## config.mk

```make
export PLATFORM = sky130hd
export DESIGN_NAME = pc_sequencer
export DESIGN_NICKNAME = d
export VERILOG_FILES = /design/src/rtl/pc_pkg.sv /design/src/rtl/pc_redirect_arb.sv /design/src/rtl/pc_sequencer.sv
export SDC_FILE = /design/constraint.sdc
export NUM_CORES = 1
export LEC_CHECK = 0
export BUFFER_PORTS_ARGS = -buffer_cell sky130_fd_sc_hd__buf_2
export CORE_MARGIN = 5
export CORE_UTILIZATION = 40
export DETAILED_ROUTE_END_ITERATION = 8
export GPL_ROUTABILITY_DRIVEN = 0
export GPL_TIMING_DRIVEN = 0
export PLACE_DENSITY = 0.63
export SLEW_MARGIN = 10
export SYNTH_ARGS = -nofsm -noshare
export SYNTH_HDL_FRONTEND = slang
export SYNTH_SLANG_ARGS = --single-unit
```

## constraint.sdc

```tcl
create_clock -name CLK -period 3.5 [get_ports CLK]
set_clock_uncertainty 0.2 [all_clocks]
set_input_delay 0.175 -clock CLK [delete_from_list [all_inputs] [get_ports CLK]]
set_output_delay 0.175 -clock CLK [all_outputs]
set_load 0.01 [all_outputs]
```

## src/rtl/pc_pkg.sv

```systemverilog
// Shared types for the fetch-stage PC sequencer: redirect source encoding and alignment mask.
package pc_pkg;

  typedef enum logic [1:0] {
    PC_SRC_SEQ  = 2'd0,
    PC_SRC_BR   = 2'd1,
    PC_SRC_JALR = 2'd2,
    PC_SRC_TRAP = 2'd3
  } pc_src_t;

  localparam logic [1:0] PC_ALIGN_MASK = 2'b11;

endpackage

```

## src/rtl/pc_redirect_arb.sv

```systemverilog
// Combinational redirect arbiter: target adders, trap > JALR > branch priority, and
// alignment check on branch/JALR targets (trap targets are trusted).
module pc_redirect_arb
  import pc_pkg::*;
#(
  parameter int XLEN = 64
) (
  input  logic                   br_taken,
  input  logic        [XLEN-1:0] br_pc,
  input  logic signed [XLEN-1:0] br_imm,
  input  logic                   jalr_taken,
  input  logic        [XLEN-1:0] jalr_base,
  input  logic signed [XLEN-1:0] jalr_imm,
  input  logic                   trap,
  input  logic        [XLEN-1:0] trap_vector,
  output pc_src_t                src,
  output logic        [XLEN-1:0] target,
  output logic                   misaligned
);

  logic [XLEN-1:0] br_tgt;
  logic [XLEN-1:0] jalr_tgt;

  assign br_tgt   = br_pc + br_imm;
  assign jalr_tgt = (jalr_base + jalr_imm) & ~XLEN'(1);

  always_comb begin
    src    = PC_SRC_SEQ;
    target = '0;
    if (trap) begin
      src    = PC_SRC_TRAP;
      target = trap_vector;
    end else if (jalr_taken) begin
      src    = PC_SRC_JALR;
      target = jalr_tgt;
    end else if (br_taken) begin
      src    = PC_SRC_BR;
      target = br_tgt;
    end
    misaligned = ((src == PC_SRC_BR) || (src == PC_SRC_JALR)) &&
                 ((target[1:0] & PC_ALIGN_MASK) != 2'b00);
  end

endmodule

```

## src/rtl/pc_sequencer.sv

```systemverilog
// Fetch PC sequencer: registered PC with valid/ready handshake and prioritised redirects.
// Optional accepted-fetch counter is built only when PC_FETCH_CNT_EN is defined.
module pc_sequencer
  import pc_pkg::*;
#(
  parameter int              XLEN         = 64,
  parameter logic [XLEN-1:0] RESET_VECTOR = '0,
  parameter int              STEP         = 4,
  parameter int              CNT_W        = 32
) (
  input  logic                   CLK,
  input  logic                   RST,
  input  logic                   stall,
  input  logic                   br_taken,
  input  logic        [XLEN-1:0] br_pc,
  input  logic signed [XLEN-1:0] br_imm,
  input  logic                   jalr_taken,
  input  logic        [XLEN-1:0] jalr_base,
  input  logic signed [XLEN-1:0] jalr_imm,
  input  logic                   trap,
  input  logic        [XLEN-1:0] trap_vector,
  input  logic                   fetch_ready,
  output logic        [XLEN-1:0] pc,
  output logic                   fetch_valid,
  output logic                   flush,
  output logic                   misaligned
`ifdef PC_FETCH_CNT_EN
  ,
  output logic       [CNT_W-1:0] fetch_count
`endif
);

  pc_src_t         src;
  logic [XLEN-1:0] target;
  logic            tgt_misaligned;
  logic            redirect;
  logic            accept;
  logic            valid_q;

  pc_redirect_arb #(.XLEN(XLEN)) u_arb (
    .br_taken    (br_taken),
    .br_pc       (br_pc),
    .br_imm      (br_imm),
    .jalr_taken  (jalr_taken),
    .jalr_base   (jalr_base),
    .jalr_imm    (jalr_imm),
    .trap        (trap),
    .trap_vector (trap_vector),
    .src         (src),
    .target      (target),
    .misaligned  (tgt_misaligned)
  );

  assign redirect    = (src != PC_SRC_SEQ) && !tgt_misaligned;
  assign fetch_valid = valid_q && !stall;
  assign accept      = fetch_valid && fetch_ready;

  // A rejected (misaligned) redirect freezes the PC for that edge rather than advancing it.
  always_ff @(posedge CLK) begin
    if (RST) begin
      pc         <= RESET_VECTOR;
      valid_q    <= 1'b0;
      flush      <= 1'b0;
      misaligned <= 1'b0;
    end else begin
      flush      <= redirect;
      misaligned <= tgt_misaligned;
      valid_q    <= !redirect;
      if (redirect) begin
        pc <= target;
      end else if (!tgt_misaligned && accept) begin
        pc <= pc + XLEN'(STEP);
      end
    end
  end

`ifdef PC_FETCH_CNT_EN
  always_ff @(posedge CLK) begin
    if (RST) begin
      fetch_count <= '0;
    end else if (!redirect && !tgt_misaligned && accept) begin
      fetch_count <= fetch_count + 1'b1;
    end
  end
`else
  localparam int unused_cnt_w = CNT_W;
`endif

endmodule

```

==> results.md <==
* Routed WL at 58.4 mm
* Final Hold Fails at 0
* Routed Antenna Nets at 0
* MaxCap Viol Count at 0
* Asr flop ratio synth at 0%
* Hold Crit Class: primary input to register
* Area grow syn2layout at 24.9%
* WHS Path Cells at 4
* Post-DP HPWL at between 40 and 50 mm
* Post-synth net total at around 2200
* Gr ovfl total at 0
* Area contributors post-synth: ha_1 13%, dfxtp_1 11%, xnor2_1 6.3%
* Area share of the largest cell type after synthesis at between 10% and 20%
* FILL cells at roughly 3200
* Cell area after synthesis at around 0.013 mm²
* Mean Syn Cell Area at about 7.1 µm²
* Largest family of logic cells by synthesized area: compound AO/OA/AOI/OAI gates
* Tmin final at roughly 3500 ps
* Compound-Gate Fraction of Synth Area at 36.2%
* CTS Buf Count at 9
* Initial core utilization at 40.2%
* 1st-iter DRT viols at roughly 1800
* Wirelength per Cell at between 20 and 25 µm
* Multiplexer share of the synthesized area at less than 1%
* F_max at around 0.29 GHz
* Max-slew headroom at between 40% and 50%
* Root buffer cell: clkbuf_16
* Residual DRC count at 0
* Antenna violations before repair at 7
* Worst-Margin Slew at 874 ps
* Reg-to-reg endpoint: pc[41]$_SDFFE_PP0P_
* Most common cell after layout, fill and taps aside: buf_2
* WHS Endpoint: pc[53]$_SDFFE_PP0P_
* Layout cells sized above 1 at 23.4%
* Setup CP Type: primary input to register
* Number of iterations in the first detailed-routing pass at 6
* Reg clk slew, reported paths at 60 ps
* Via/cell ratio at between 6 and 7
* Most frequent cells in the layout: 407 x buf_2, 182 x nand2_1, 150 x a21oi_1
* Layout Nets at between 2000 and 3000
* Num ports at 394
* R2r setup slk at between 300 and 400 ps
* Core area at 0.0314 mm²
* Register area at roughly 0.0013 mm²
* # port buffers at roughly 390
* Die Y at 188 µm
* Finished Core Util at about half
* Worst Setup End Kind: register
* Warnings from Yosys at 0
* Final setup violation count at 0
* Critical Path AT at 3550 ps
* Tot Pwr at roughly 0.0046 W
* Number of flops mapped to enable cells by yosys at 0
* Max-slew violation count at 0
* Synth Flop Type: dfxtp_1
* Die area at 0.0352 mm²
* Static leakage at 7.08 nW
* Seq cells post-synth at 67
* Req. time, crit path at 3580 ps
* Period utilization at 99.2%
* Die W at around 190 µm
* FP Rows at between 60 and 70
* Status: finished, final reports clean
* Adder-cell area share of the yosys netlist at 12.9%
* Worst skew pair latency at approximately 330 ps
* Cell variety after synth at between 100 and 150
* Overall global routing resource usage at 30.9%
* Footprint of the multi-input gates at about 0.011 mm²
* Vias in the first global route at 15100
* Startpoint types: primary input
* Pin count of the biggest net entering global routing at 18
* Post-Synth XOR/XNOR Area at between 10% and 20%
* Reg2reg path depth at 12
* Worst vdd ir at approximately 0.24 mV
* Setup crit start: trap
* Syn Inst Count at approximately 1800
* Clk buf depth at 2
* CTS H-Tree Depth at 3
* Worst R2R Start: pc[4]$_SDFFE_PP0P_
* CTS tree: yes
* Dominant cell type by area after synthesis: ha_1
* Total number of vias at 16122
* P per Cell Area at between 200 and 300 mW/mm²
* Post-synthesis sequential area ratio at a little over a tenth
* Hold Crit Start: trap_vector[53]
* Placed cells at 2564
* First-pass GRT wire length at approximately 87 mm
* CTS sink count at 67
* Layout Cells excl Fill at between 2000 and 3000
* Post-synthesis simple-gate area fraction at between 20% and 30%
* Crit-path max FO at 10
[how the worst max path moves through the flow]
stage	endpoint	slack [ps]	cells past startpoint
4_1_cts	pc[58]$_SDFFE_PP0P_	4	14
2_1_floorplan	pc[41]$_SDFFE_PP0P_	80	15
6_report	pc[58]$_SDFFE_PP0P_	30	14
5_1_grt	pc[46]$_SDFFE_PP0P_	-60	14
3_3_place_gp	pc[58]$_SDFFE_PP0P_	-1530	14
3_5_place_dp	pc[58]$_SDFFE_PP0P_	-1500	14
[report_power, final]
| part | switching (W) | internal, W | total (W) |
|---|---|---|---|
| combinational | 0.00170 | 0.00106 | 0.00276 |
| clock | 0.000316 | 0.000487 | 0.000803 |
| sequential | 0.000130 | 0.000862 | 0.000993 |
| total | 0.00214 | 0.00241 | 0.00456 |
[synthesized netlist by cell type (all sizes together) (19+ instances only)]
master	instances
nand2	183
a21oi	155
nor2	150
ha	127
o21ai	103
xnor2	91
a21o	89
nand3	69
dfxtp	67
xor2	63
clkbuf	62
nand4	45
a211oi	40
inv	37
nor3	34
o211ai	30
a31oi	27
o21bai	26
a221oi	25
and3	25
buf	24
a22oi	20
and2	20
o22ai	20
o21a	19
[stage by stage]
stage	worst slack, ps	hold WS (ps)	TNS (ps)	cell area (µm²)
floorplan	76.7	128	0	12600
global placement	-1530	248	-67370	15100
detailed placement	-1500	250	-68720	15100
CTS	4.04	5.34	0	15600
global route	-58.4	6.63	-104	15800
finish	28.1	9.06	0	15800
[final cells by class]
cell class                      count  share of cell area [%]
Inverter                           39                   0.927
Buffer                             84                    2.50
Clock buffer                       13                    1.59
Timing Repair Buffer              416                    13.9
Multi-Input combinational cell   1578                    69.3
Tap cell                          402                    3.19
Sequential cell                    67                    8.50
Antenna cell                        5                  0.0793
[sequential cells by signal (all words and copies together) (netlist names)]
signal	flops
valid_q	1
pc	64
misaligned	1
flush	1
[logic make-up after synthesis]
kind of cell / after synthesis
flip-flops: 67
adder cells (fa/ha/maj): 129
AND/OR/NAND/NOR: 620
buffers and inverters: 125
multiplexers: 9
XOR/XNOR: 154
AO/OA/AOI/OAI: 666
[critical path, cell delays in order]
cell	delay [ps]
buf_2	220
clkbuf_4	260
buf_4	240
buf_4	240
nor2_1	70
ha_1	300
a21bo_2	270
nand3_2	210
nor2_4	220
nand3_2	150
or3_1	380
a311oi_4	370
a21boi_4	280
a31o_2	130
[layer usage]
layer  routed length (µm)  global-route usage (%)
met4                 2160                    10.4
met2                25900                    49.6
met5                   22                       0
met3                 5940                    5.17
met1                24300                    42.2
[what timing repair did]
item / 4_1_cts / 5_1_grt
buffers inserted: 1 / 1
resized for setup: 21 / 31
endpoints found under the hold margin: 22 / 0
setup endpoints to repair: 66 / 18
hold buffers: 22 / 0
gates cloned: 0 / 0
pin swaps: 1 / 8
No activity file was read; power rests on OpenSTA's default activity.
